==> src/rtl/mul_div_unit.sv <==
// rtl/mul_div_unit.sv - iterative 32-bit multiply/divide unit producing HI/LO results
module mul_div_unit #(
   parameter int WIDTH = 32,
   parameter int CNT_W = 6
) (
   input  logic             clk,
   input  logic             rst_n,
   input  logic             mul_enable,
   input  logic             div_enable,
   input  logic             mul_signed,
   input  logic             div_signed,
   input  logic [WIDTH-1:0] operand_a,
   input  logic [WIDTH-1:0] operand_b,
   input  logic             flush,
   output logic             busy,
   output logic             done,
   output logic [WIDTH-1:0] hi_out,
   output logic [WIDTH-1:0] lo_out,
   output logic             div_by_zero
);

   typedef enum logic [2:0] {
      S_IDLE,
      S_MUL,
      S_DIV,
      S_FIX,
      S_DONE
   } state_e;

   state_e             state_q, state_d;
   logic [CNT_W-1:0]   cnt_q, cnt_d;
   // acc holds {partial product, multiplier} or {remainder, dividend/quotient}
   logic [2*WIDTH-1:0] acc_q, acc_d;
   // magnitude of operand_b: the multiplicand addend or the divisor
   logic [WIDTH-1:0]   mag_b_q, mag_b_d;
   // raw dividend, returned as the remainder on a zero divisor
   logic [WIDTH-1:0]   raw_a_q, raw_a_d;
   logic               neg_res_q, neg_res_d;
   logic               neg_rem_q, neg_rem_d;
   logic               is_div_q, is_div_d;
   logic               b_zero_q, b_zero_d;
   logic [WIDTH-1:0]   hi_q, hi_d;
   logic [WIDTH-1:0]   lo_q, lo_d;
   logic               dbz_q, dbz_d;

   logic               start;
   logic               op_signed;
   logic               a_neg;
   logic               b_neg;
   logic [WIDTH-1:0]   mag_a;
   logic [WIDTH-1:0]   mag_b;
   logic [WIDTH:0]     mul_sum;
   logic [2*WIDTH-1:0] mul_next;
   logic [WIDTH:0]     div_top;
   logic               div_ge;
   logic [WIDTH-1:0]   div_sub;
   logic [2*WIDTH-1:0] div_next;
   logic [2*WIDTH-1:0] prod_neg;
   logic [WIDTH-1:0]   quot;
   logic [WIDTH-1:0]   rem;
   logic               last_iter;

   // Operand conditioning at start: mul has priority over div when both are requested
   always_comb begin
      start     = mul_enable | div_enable;
      op_signed = mul_enable ? mul_signed : div_signed;
      a_neg     = op_signed & operand_a[WIDTH-1];
      b_neg     = op_signed & operand_b[WIDTH-1];
      mag_a     = a_neg ? ('0 - operand_a) : operand_a;
      mag_b     = b_neg ? ('0 - operand_b) : operand_b;
   end

   // One shift-add multiply step and one restoring shift-subtract divide step
   always_comb begin
      mul_sum   = {1'b0, acc_q[2*WIDTH-1:WIDTH]} + (acc_q[0] ? {1'b0, mag_b_q} : '0);
      mul_next  = {mul_sum, acc_q[WIDTH-1:1]};
      // remainder shifted left with the next dividend bit; it is always below 2*divisor,
      // so when it is >= divisor the difference fits in WIDTH bits
      div_top   = acc_q[2*WIDTH-1:WIDTH-1];
      div_ge    = (div_top >= {1'b0, mag_b_q});
      div_sub   = acc_q[2*WIDTH-2:WIDTH-1] - mag_b_q;
      div_next  = div_ge ? {div_sub, acc_q[WIDTH-2:0], 1'b1}
                         : {acc_q[2*WIDTH-2:0], 1'b0};
      prod_neg  = '0 - acc_q;
      quot      = acc_q[WIDTH-1:0];
      rem       = acc_q[2*WIDTH-1:WIDTH];
      last_iter = (cnt_q == CNT_W'(WIDTH - 1));
   end

   // Next-state, datapath updates and the combinational stall request
   always_comb begin
      state_d   = state_q;
      cnt_d     = cnt_q;
      acc_d     = acc_q;
      mag_b_d   = mag_b_q;
      raw_a_d   = raw_a_q;
      neg_res_d = neg_res_q;
      neg_rem_d = neg_rem_q;
      is_div_d  = is_div_q;
      b_zero_d  = b_zero_q;
      hi_d      = hi_q;
      lo_d      = lo_q;
      dbz_d     = dbz_q;
      busy      = 1'b0;

      case (state_q)
         S_IDLE: begin
            busy = start;
            if (start && !flush) begin
               cnt_d     = '0;
               acc_d     = {{WIDTH{1'b0}}, mag_a};
               mag_b_d   = mag_b;
               raw_a_d   = operand_a;
               neg_res_d = a_neg ^ b_neg;
               neg_rem_d = a_neg;
               is_div_d  = ~mul_enable;
               b_zero_d  = (operand_b == '0);
               state_d   = mul_enable ? S_MUL : S_DIV;
            end
         end
         S_MUL: begin
            busy = 1'b1;
            if (flush) begin
               state_d = S_IDLE;
               cnt_d   = '0;
            end else begin
               acc_d = mul_next;
               cnt_d = cnt_q + CNT_W'(1);
               if (last_iter) begin
                  state_d = S_FIX;
               end
            end
         end
         S_DIV: begin
            busy = 1'b1;
            if (flush) begin
               state_d = S_IDLE;
               cnt_d   = '0;
            end else begin
               acc_d = div_next;
               cnt_d = cnt_q + CNT_W'(1);
               if (last_iter) begin
                  state_d = S_FIX;
               end
            end
         end
         S_FIX: begin
            busy  = 1'b1;
            cnt_d = '0;
            if (flush) begin
               state_d = S_IDLE;
            end else begin
               state_d = S_DONE;
               if (!is_div_q) begin
                  {hi_d, lo_d} = neg_res_q ? prod_neg : acc_q;
                  dbz_d        = 1'b0;
               end else if (b_zero_q) begin
                  hi_d  = raw_a_q;
                  lo_d  = '1;
                  dbz_d = 1'b1;
               end else begin
                  hi_d  = neg_rem_q ? ('0 - rem) : rem;
                  lo_d  = neg_res_q ? ('0 - quot) : quot;
                  dbz_d = 1'b0;
               end
            end
         end
         S_DONE: begin
            // enables seen here belong to the completing instruction
            state_d = S_IDLE;
         end
         default: begin
            state_d = S_IDLE;
         end
      endcase
   end

   // State and datapath registers
   always_ff @(posedge clk or negedge rst_n) begin
      if (!rst_n) begin
         state_q   <= S_IDLE;
         cnt_q     <= '0;
         acc_q     <= '0;
         mag_b_q   <= '0;
         raw_a_q   <= '0;
         neg_res_q <= 1'b0;
         neg_rem_q <= 1'b0;
         is_div_q  <= 1'b0;
         b_zero_q  <= 1'b0;
         hi_q      <= '0;
         lo_q      <= '0;
         dbz_q     <= 1'b0;
      end else begin
         state_q   <= state_d;
         cnt_q     <= cnt_d;
         acc_q     <= acc_d;
         mag_b_q   <= mag_b_d;
         raw_a_q   <= raw_a_d;
         neg_res_q <= neg_res_d;
         neg_rem_q <= neg_rem_d;
         is_div_q  <= is_div_d;
         b_zero_q  <= b_zero_d;
         hi_q      <= hi_d;
         lo_q      <= lo_d;
         dbz_q     <= dbz_d;
      end
   end

   // Completion outputs
   always_comb begin
      done        = (state_q == S_DONE);
      div_by_zero = (state_q == S_DONE) & dbz_q;
      hi_out      = hi_q;
      lo_out      = lo_q;
   end

endmodule

==> config.mk <==
export PLATFORM = sky130hd
export DESIGN_NAME = mul_div_unit
export DESIGN_NICKNAME = d
export VERILOG_FILES = /design/src/rtl/mul_div_unit.sv
export SDC_FILE = /design/constraint.sdc
export NUM_CORES = 1
export LEC_CHECK = 0
export BUFFER_PORTS_ARGS = -buffer_cell sky130_fd_sc_hd__buf_2
export CORE_MARGIN = 5
export CORE_UTILIZATION = 32
export DETAILED_ROUTE_END_ITERATION = 8
export HOLD_SLACK_MARGIN = 0.06
export PLACE_DENSITY = 0.5
export SYNTH_ARGS = -nofsm -noshare
export SYNTH_HDL_FRONTEND = slang
export SYNTH_SLANG_ARGS = --single-unit
==> constraint.sdc <==
create_clock -name clk -period 6.7 [get_ports clk]
set_input_delay 0.67 -clock clk [delete_from_list [all_inputs] [get_ports clk]]
set_output_delay 0.67 -clock clk [all_outputs]
set_load 0.1 [all_outputs]
==> results list <==
* Ys Warns: 0
- Crit start category: register
* Max Buffers Root-to-Sink: 3
- Summed over all instances, the cell type with the most area after synthesis is sky130_fd_sc_hd__dfrtp_1.
- CTS clock-pin slew for the worst setup and hold paths: 60 ps
- Busiest layer in global routing: met2
* Flop and latch count out of synthesis: 206
- Overall routing resource usage: 0.193
* Average instance area after synthesis: 7.86 um^2
* Worst EP required: 7110 ps
* Actual slew at the worst max-slew pin: 1020 ps
- Post-synthesis instance area: 16100 um^2
- Placeable core area: 49900 um^2
* RSZ-0062 raised after global routing: false
- FILL cells: 5312
* Number of slew-limit violations in the final report: 0
* Fraction of met2 tracks used by global routing: 0.309
- For this run, design rule violations remaining after detail routing come to 0.
- Across the run, the number of max-cap violations was 0.
- First-pass detailed-route iteration total: 7
- The area growth from synthesis to layout is 13.0%.
* Finished Core Util: 0.364
- In the global route stage, met1 resource usage came out at 0.278.
- Largest clock skew in the final design: 48.0 ps
* Master cell of the clock root buffer: sky130_fd_sc_hd__clkbuf_16
- Via count: 15000
- The first routing iteration left 995 violations.
- For the final routed database, the setup TNS stands at 0 ps.
- Synthesized net count: 2184
* IO Pins: 138
* Worst Setup Path Type: register to register
- Worst r2r dst: acc_q[33]$_DFFE_PN0P_
* Final Hold Viols: 0
- In this run the register-to-register setup slack is 2310 ps.
- Headroom to the max-slew limit: 0.315
- Final routed wire length divided by cell count: 19.5 um
* Run status: complete, no violations
- The worst register-to-register path begins at acc_q[43]$_DFFE_PN0P_.
* Clk_lat worst skew: 600 ps
- CTS tree: done
- The most critical setup path has its startpoint at acc_q[43]$_DFFE_PN0P_.
- In this run the worst path has a maximum fanout of 22.
- Hold repair after CTS inserted 0 buffers.
- Clock Sinks: 206
* Worst setup path endpoint: acc_q[33]$_DFFE_PN0P_
* HPWL after detailed placement: 40600 um
* Number of global-route vias before repair: 14400
- Effective utilization at floorplan: 0.322
* Placed cell area: 17200 um^2
* First-pass GRT wire length: 84600 um
- H-tree Lvls: 1
* Routability congestion estimate: 0.932
- Most used cells in the layout excluding fill and tap cells: sky130_fd_sc_hd__nand2_1 (333), sky130_fd_sc_hd__o21ai_0 (242), sky130_fd_sc_hd__dfrtp_1 (205)
- Number of endpoints failing setup at the final stage: 0
- Data arrives at the worst endpoint at 4800 ps.
- For met3 alone, demand over resource in global routing was 0.0217.
- Proportion of netlist area held by the largest area contributor: 0.321
- Based on the critical path, the design can be clocked at up to 228 MHz.
- Counting flops with a built-in enable in the synthesized netlist gives 0.
* Area taken by flip-flops and latches: 5160 um^2
- Height of the chip: 234 um
- Row generation in the floorplan step produced 82 rows.
- Main flop type after synthesis: sky130_fd_sc_hd__dfrtp_1
* Post-CTS Repair Setup Buffers: 0
* Cells resized by post-CTS repair: 0
* Post-route standard cell area excluding fillers: 18100 um^2
- Sequential-to-total area share from yosys stat: 0.321
* Crit path capture type: register
- Crit path time final: 4390 ps
- The die covers 54700 um^2.
- Largest cells by area after synthesis: sky130_fd_sc_hd__dfrtp_1 (32%), sky130_fd_sc_hd__nand2_1 (7.8%), sky130_fd_sc_hd__o21ai_0 (7.5%)
* Final wirelength: 54100 um
- Per-cell via count in the routed design: 5.39
* Hold Crit Class: input pin to async pin
- The library cell used most frequently in the layout, excluding fill and tap cells, is sky130_fd_sc_hd__nand2_1.
- Buffers placed on the I/O ports in this run total 137.
* Worst reg2reg path depth: 12
- Cell variety after synth: 77
- After synthesis, the share of flip-flops with an asynchronous set or reset is 1.00.
- Share of layout cells above drive strength 1: 0.108
- Entering global routing, the biggest net connects 113 pins.
- After global routing the overflow that remains totals 0.
- Initial antenna violation count: 2
- Summing all multi-input logic gate instances after layout gives 10100 um^2.
- Post-detailed-route count of antenna-violating nets: 0
- Chip Width: 234 um
* Worst Hold Slack: 144 ps
- Number of instances in the synthesized netlist: 2042
* Final-stage net count: 2231
- Dividing the final minimum period by the clock period gives 0.655.
- TritonCTS buffer count: 28
==> sequential cells by signal, indices dropped and copies added, names as in the netlist <==
signal	flops
dbz_q	1
mag_b_q	32
hi_out	32
neg_rem_q	1
lo_out	32
neg_res_q	1
is_div_q	1
b_zero_q	1
raw_a_q	32
state_q	3
acc_q	64
cnt_q	6
==> synth_stat cells, types with 26 or more instances <==
master,count
sky130_fd_sc_hd__a21o_1,38
sky130_fd_sc_hd__a21oi_1,130
sky130_fd_sc_hd__a221oi_1,33
sky130_fd_sc_hd__clkbuf_1,120
sky130_fd_sc_hd__dfrtp_1,206
sky130_fd_sc_hd__ha_1,69
sky130_fd_sc_hd__inv_1,63
sky130_fd_sc_hd__mux2i_1,44
sky130_fd_sc_hd__nand2_1,334
sky130_fd_sc_hd__nand3_1,30
sky130_fd_sc_hd__nor2_1,161
sky130_fd_sc_hd__nor3_1,26
sky130_fd_sc_hd__o21a_1,26
sky130_fd_sc_hd__o21ai_0,242
sky130_fd_sc_hd__or3_1,26
sky130_fd_sc_hd__xnor2_1,102
sky130_fd_sc_hd__xor2_1,83
==> worst min path at each step <==
| stage | end | cells after the start | slack (ps) |
|---|---|---|---|
| floorplan | acc_q[0]$_DFFE_PN0P_ | 0 | 370 |
| global placement | dbz_q$_DFFE_PN0P_ | 2 | 460 |
| detailed placement | hi_out[29]$_DFFE_PN0P_ | 1 | 460 |
| CTS | cnt_q[4]$_DFFE_PN0P_ | 1 | 190 |
| global route | cnt_q[2]$_DFFE_PN0P_ | 1 | 210 |
| finish | cnt_q[4]$_DFFE_PN0P_ | 1 | 140 |
==> cells by family (layout without fill, tap and decap cells) <==
group,count (synthesis),count (layout),share of synthesized area
compound gates,630,630,0.245
other cells,0,1,0
simple gates,700,700,0.197
buf+inv,201,269,0.0486
xor+xnor,185,185,0.101
mux,49,49,0.0309
flops,206,206,0.321
fa+ha+maj,71,71,0.0563
==> metrics by stage <==
step	std cells	worst slack (ps)
2_1_floorplan	2042	3060
3_3_place_gp	2731	2370
3_5_place_dp	2731	2300
4_1_cts	2782	2290
5_1_grt	2782	2070
6_report	2783	2310
==> layer usage <==
layer | vias to the layer above | share of wire
met5 | - | 0.00013
met4 | 2 | 0.027
met3 | 71 | 0.046
met2 | 397 | 0.45
met1 | 7173 | 0.48
li1 | 7347 | -
==> critical path, cell delays in order, from the launching register on <==
cell	delay [ps]
sky130_fd_sc_hd__dfrtp_1	480
sky130_fd_sc_hd__ha_1	450
sky130_fd_sc_hd__a21oi_1	220
sky130_fd_sc_hd__o21ai_0	170
sky130_fd_sc_hd__a22o_1	260
sky130_fd_sc_hd__a21oi_1	290
sky130_fd_sc_hd__o211ai_1	170
sky130_fd_sc_hd__a221o_1	410
sky130_fd_sc_hd__a31oi_4	760
sky130_fd_sc_hd__buf_4	310
sky130_fd_sc_hd__mux2_2	350
sky130_fd_sc_hd__a221oi_1	300
sky130_fd_sc_hd__a21oi_1	60
==> final cells by class <==
cell class | count | area share
Multi-Input combinational cell | 1635 | 0.560
Sequential cell | 206 | 0.284
Tap cell | 672 | 0.0464
Timing Repair Buffer | 154 | 0.0460
Clock buffer | 44 | 0.0442
Inverter | 64 | 0.0132
Clock inverter | 7 | 0.00607
Antenna cell | 1 | 0.000138
Power is left out: the tool's default activity adds up to more than one toggle a clock period on the data nets, which glitch-free logic cannot reach.
